==> src/rtl/fpu_wb_pkg.sv <==
// Shared constants and the tag-queue entry type for the FPU writeback stage.
package fpu_wb_pkg;
   localparam int FLAG_NV = 4;
   localparam int FLAG_DZ = 3;
   localparam int FLAG_OF = 2;
   localparam int FLAG_UF = 1;
   localparam int FLAG_NX = 0;

   localparam logic [4:0] X0 = 5'd0;

   typedef struct packed {
      logic [4:0] rd;
      logic       is_int;
   } tag_t;
endpackage

==> src/rtl/fpu_tag_fifo.sv <==
// In-order circular queue of destination tags for issued FPU instructions.
module fpu_tag_fifo
   import fpu_wb_pkg::*;
#(
   parameter int DEPTH = 4
) (
   input  logic clk,
   input  logic rst,
   input  logic push,
   input  tag_t push_tag,
   input  logic pop,
   output tag_t head,
   output logic full,
   output logic empty
);
   localparam int AW = $clog2(DEPTH);
   localparam logic [AW:0] FULL_CNT = (AW+1)'(DEPTH);

   tag_t          mem [DEPTH];
   logic [AW-1:0] rd_ptr, wr_ptr;
   logic [AW:0]   count;
   logic          push_ok, pop_ok;

   assign full    = (count == FULL_CNT);
   assign empty   = (count == '0);
   // full is taken from registered count, so a same-cycle pop never frees a slot
   assign push_ok = push & ~full;
   assign pop_ok  = pop & ~empty;
   assign head    = mem[rd_ptr];

   always_ff @(posedge clk) begin
      if (push_ok) mem[wr_ptr] <= push_tag;
   end

   always_ff @(posedge clk) begin
      if (rst) begin
         rd_ptr <= '0;
         wr_ptr <= '0;
         count  <= '0;
      end else begin
         if (push_ok) wr_ptr <= wr_ptr + 1'b1;
         if (pop_ok)  rd_ptr <= rd_ptr + 1'b1;
         case ({push_ok, pop_ok})
            2'b10:   count <= count + 1'b1;
            2'b01:   count <= count - 1'b1;
            default: count <= count;
         endcase
      end
   end
endmodule

==> src/rtl/fpu_writeback.sv <==
// FPU writeback/retire: matches completions to the oldest tag, drives one-cycle
// register-file writes and accumulates sticky fflags.
module fpu_writeback
   import fpu_wb_pkg::*;
#(
   parameter int DEPTH = 4,
   parameter int FLEN  = 16,
   parameter int XLEN  = 32
) (
   input  logic            clk,
   input  logic            rst,
   input  logic            issue_valid,
   input  logic [4:0]      issue_rd,
   input  logic            issue_is_int,
   output logic            issue_ready,
   input  logic            fpu_complete,
   input  logic [FLEN-1:0] fpu_result_1,
   input  logic            fpu_complete_rd,
   input  logic [XLEN-1:0] fpu_result_rd,
   input  logic [4:0]      sflags,
   input  logic            IV_exception,
   input  logic            fflags_clr,
   output logic            frf_we,
   output logic [4:0]      frf_waddr,
   output logic [FLEN-1:0] frf_wdata,
   output logic            gpr_we,
   output logic [4:0]      gpr_waddr,
   output logic [XLEN-1:0] gpr_wdata,
   output logic [4:0]      fflags,
   output logic            busy,
   output logic            err_spurious
);
   tag_t       head, push_tag;
   logic       full, empty, cmp, legal, to_gpr, to_frf;
   logic [4:0] new_flags;

   assign push_tag = '{rd: issue_rd, is_int: issue_is_int};

   fpu_tag_fifo #(.DEPTH(DEPTH)) u_fifo (
      .clk      (clk),
      .rst      (rst),
      .push     (issue_valid),
      .push_tag (push_tag),
      .pop      (legal),
      .head     (head),
      .full     (full),
      .empty    (empty)
   );

   assign issue_ready = ~full;
   assign busy        = ~empty;

   assign cmp    = fpu_complete | fpu_complete_rd;
   // exactly one pulse, and its kind must agree with the oldest tag
   assign legal  = ~empty & (fpu_complete ^ fpu_complete_rd) & (fpu_complete_rd == head.is_int);
   assign to_frf = legal & ~head.is_int;
   assign to_gpr = legal & head.is_int & (head.rd != X0);

   always_comb begin
      new_flags          = sflags;
      new_flags[FLAG_NV] = sflags[FLAG_NV] | IV_exception;
   end

   always_ff @(posedge clk) begin
      if (rst) begin
         frf_we       <= 1'b0;
         frf_waddr    <= '0;
         frf_wdata    <= '0;
         gpr_we       <= 1'b0;
         gpr_waddr    <= '0;
         gpr_wdata    <= '0;
         fflags       <= '0;
         err_spurious <= 1'b0;
      end else begin
         frf_we       <= to_frf;
         frf_waddr    <= to_frf ? head.rd : '0;
         frf_wdata    <= to_frf ? fpu_result_1 : '0;
         gpr_we       <= to_gpr;
         gpr_waddr    <= to_gpr ? head.rd : '0;
         gpr_wdata    <= to_gpr ? fpu_result_rd : '0;
         err_spurious <= cmp & ~legal;
         // a clear coinciding with a completion keeps only that completion's flags
         if (fflags_clr)  fflags <= legal ? new_flags : '0;
         else if (legal)  fflags <= fflags | new_flags;
      end
   end
endmodule

==> config.mk <==
export PLATFORM = sky130hd
export DESIGN_NAME = fpu_writeback
export DESIGN_NICKNAME = d
export VERILOG_FILES = /design/src/rtl/fpu_wb_pkg.sv /design/src/rtl/fpu_tag_fifo.sv /design/src/rtl/fpu_writeback.sv
export SDC_FILE = /design/constraint.sdc
export NUM_CORES = 1
export LEC_CHECK = 0
export BUFFER_PORTS_ARGS = -buffer_cell sky130_fd_sc_hd__clkbuf_2
export CORE_MARGIN = 5
export CORE_UTILIZATION = 50
export CTS_CLUSTER_SIZE = 24
export DETAILED_ROUTE_END_ITERATION = 12
export GPL_TIMING_DRIVEN = 1
export PLACE_DENSITY_LB_ADDON = 0.15
export REMOVE_ABC_BUFFERS = 1
export SETUP_SLACK_MARGIN = 0.5
export SLEW_MARGIN = 0
export SYNTH_ARGS = -nofsm -noshare
export SYNTH_HDL_FRONTEND = slang
export SYNTH_HIERARCHICAL = 1
export SYNTH_SLANG_ARGS = --single-unit
==> constraint.sdc <==
create_clock -name clk -period 4.1 [get_ports clk]
set_input_delay 0.615 -clock clk [delete_from_list [all_inputs] [get_ports clk]]
set_output_delay 0.615 -clock clk [all_outputs]
set_load 0.03 [all_outputs]
==> metrics.md <==
| Metric | Value |
|---|---|
| Status | finished clean |
| # Post-CTS Setup Buffers | 0 |
| CTS tree | built |
| Tmin final | 3309 ps |
| RSZ-0062 raised after global routing | false |
| Total grt overflow | 0 |
| Worst Path Buf+Inv | 3 |
| Post-synth EDFFs | 24 |
| Critical path endpoint category | register |
| Synthesis Warnings | 6 |
| CTS buffer count | 9 |
| Die W | 101.0 um |
| Slew Viols, Final | 0 |
| Peak Freq | 302.2 MHz |
| Synth area leaders | dfxtp_1 36%, edfxtp_1 17%, a2111oi_4 11% |
| DRC | 0 |
| Insertion delay to the later sink of the worst-skew pair | 350 ps |
| R2r endpoint | u_fifo/count[2]$_SDFFE_PP0P_ |
| Final Hold Vio Count | 0 |
| Nets | 498 |
| Syn_area_per_cell | 13.81 sq um |
| Avg Vias per Cell | 5.081 |
| DIE HEIGHT | 101.0 um |
| Vias in the first global route | 2,624 |
| WP depth | 12 |
| DP HPWL | 6.122 mm |
| Global Route Usage Sum | 16.70% |
| PwrDens | 397.4 mW/mm^2 |
| Final WL | 8.541 mm |
| CP top delay family | flip-flops |
| Final number of setup-violating endpoints | 0 |
| Top-Level Pins | 134 |
| WS Path Type | reg2reg |
| Vias post-DR | 2,713 |
| Reg2Reg Depth | 12 |
| Synthesis-stage register bit count | 99 |
| Worst-path cell chain | mux4_2 > buf_4 > xor2_1 > nor2_1 > o31ai_1 > inv_1 > ha_1 > inv_1 > fa_1 > xor2_1 > or3_1 > a21oi_1 |
| Yosys top cell area share | 36.23% |
| FILL cells | 664 |
| Cell count after synthesis | 300 |
| Setup tns final | 0 ps |
| Fin util | 62.04% |
| Post-synth ARST share | 0% |
| # clock sinks | 99 |
| Worst Path Required | 4380 ps |
| Clock Pin Slew Worst Setup and Hold Paths | 90 ps |
| Initial antenna violation count | 0 |
| Ant diodes | 0 |
| Largest net degree at the start of global routing | 48 |
| First-pass GRT wire length | 13.26 mm |
| Worst IR Drop VDD | 0.2043 mV |
| Area Growth Syn to Fin | 21.77% |
| Post-DR wirelength/cell | 15.99 um |
| Routability cong. | 0.8236 |
| Crit-path max cell delay | 560 ps |
| Layout cell share with drive strength beyond 1 | 51.52% |
| # hold bufs at CTS | 0 |
| Power Total | 2005 uW |
| Commonest non-fill, non-tap cell in the layout | clkbuf_2 |
| Register area share after synthesis | 53.62% |
| Final Cycle Share | 80.71% |
| Static leakage | 0.002056 uW |
| Worst path slowest cell | dfxtp_1 |
| Root Buffer | clkbuf_8 |
| First-iteration detailed-routing DRC count | 52 |
| Hold Crit Class | in2reg |
| Num rows | 33 |
| Iteration count of the initial detailed-routing pass | 4 |
| Die area | 0.01021 sq mm |
| Actual slew at the worst max-slew pin | 1050 ps |
| CP max FO | 24 |
| Synth Flop Type | dfxtp_1 |
| Startpoint types | register |
| Critical Path AT | 3590 ps |
| Storage element area | 0.002222 sq mm |
| R2R setup slack | 790 ps |
| H-tree lvl count | 3 |
| Commonest non-fill, non-tap cells in the layout | 133 x clkbuf_2, 75 x dfxtp_1, 51 x inv_1, 24 x edfxtp_1, 17 x a2111oi_4 |
| Remaining antenna violation count | 0 |
| Initial core utilization | 50.95% |
| Post-route clock skew | 7.513 ps |
| Slew headroom | 30.01% |
| CP Capture Point | u_fifo/count[2]$_SDFFE_PP0P_ |
| I/O Buffers | 133 |
| Synth Cell Area | 0.004144 sq mm |
| CTS Buffer Depth | 2 |
| Library cells used by synthesis | 35 |
| Core region area | 0.008134 sq mm |
| Post-CTS Resized | 0 |
| Area occupied by multi-input gates | 0.001577 sq mm |
| Yosys top cell by area | dfxtp_1 |
| Max-capacitance violation count | 0 |
through the flow:
step / hold slack [ps] / cell area (sq um) / setup WS [ps] / instances
finish: 466.6 / 5046 / 791.0 / 534
global route: 460.3 / 5046 / 586.7 / 534
CTS: 453.8 / 5046 / 772.4 / 534
detailed placement: 492.8 / 4847 / 792.6 / 519
global placement: 479.8 / 4847 / 871.2 / 519
floorplan: 451.6 / 3993 / 289.1 / 274
flip-flops by register name, summed over array words and instances (netlist names), named ones only:
register,count
gpr_wdata,32
u_fifo/mem,24
frf_wdata,16
fflags,5
frf_waddr,5
gpr_waddr,5
u_fifo/count,3
u_fifo/rd_ptr,2
u_fifo/wr_ptr,2
err_spurious,1
frf_we,1
gpr_we,1
cells by family (layout without fill, tap and decap cells):
logic type / Yosys count / count (layout) / synth area share, %
buffers and inverters: 79 / 208 / 8.454
AND/OR/NAND/NOR: 57 / 57 / 12.11
AO/OA/AOI/OAI: 47 / 47 / 19.17
XOR/XNOR: 4 / 4 / 0.8453
flip-flops: 99 / 99 / 53.62
adder cells (fa/ha/maj): 7 / 7 / 2.295
multiplexers: 7 / 7 / 3.502
worst min path at each step:
stage | startpoint | to | slack, ps | cells past startpoint
6_report | fpu_result_rd[13] | gpr_wdata[13]$_SDFF_PP0_ | 470 | 3
5_1_grt | fpu_result_rd[7] | gpr_wdata[7]$_SDFF_PP0_ | 460 | 3
4_1_cts | fpu_result_rd[13] | gpr_wdata[13]$_SDFF_PP0_ | 450 | 3
3_5_place_dp | u_fifo/rd_ptr[1]$_SDFFE_PP0P_ | u_fifo/rd_ptr[1]$_SDFFE_PP0P_ | 490 | 2
3_3_place_gp | u_fifo/rd_ptr[1]$_SDFFE_PP0P_ | u_fifo/rd_ptr[1]$_SDFFE_PP0P_ | 480 | 2
2_1_floorplan | u_fifo/rd_ptr[1]$_SDFFE_PP0P_ | register | 450 | 2
cells in the mapped netlist, types with 3 or more instances:
master      n
nor2_1      9
or3b_2      5
o21ai_0     3
buf_2      10
xor2_1      4
and2_1      4
buf_6       4
a21oi_1     4
o41ai_1     5
inv_1      52
clkbuf_1    7
edfxtp_1   24
nor3_1      6
or3_1       3
ha_1        6
buf_4       3
nand2b_1    3
nor4b_2    16
mux4_2      6
dfxtp_1    75
nor4_1      5
a2111oi_4  17
a2111oi_2  15
power by group:
| group | total (uW) | internal (uW) | switching, uW |
|---|---|---|---|
| clock | 631 | 312 | 319 |
| combinational | 323 | 101 | 222 |
| sequential | 1050 | 1030 | 19.1 |
| total | 2010 | 1450 | 560 |
worst register-to-register path: cells and delay by family, from the launching register on:
kind            cells  cell delay (ps)
compound gates      2              260
fa+ha+maj           2              550
flops               1              560
mux                 1              550
xor+xnor            2              440
simple gates        2              490
buf+inv             3              390
area by class of cell:
cell class / instances / share of cell area (%)
clock buffer: 11 / 3.000
clock inverter: 4 / 0.9422
inverter: 53 / 3.942
multi-input combinational: 122 / 31.24
sequential: 99 / 44.04
tap: 105 / 2.604
timing repair buffer: 140 / 14.23
metal layers:
metal | share of wire [%] | up-vias | wire length, um | global-route usage [%]
met5 | 0 | - | 0 | 0
met3 | 7.3 | 15 | 627 | 3.460
met2 | 47 | 85 | 4040 | 25.65
met1 | 43 | 1293 | 3695 | 22.69
met4 | 2.1 | 0 | 178 | 7.464
li1 | - | 1320 | - | -
Power figures use the tool's default switching activity.
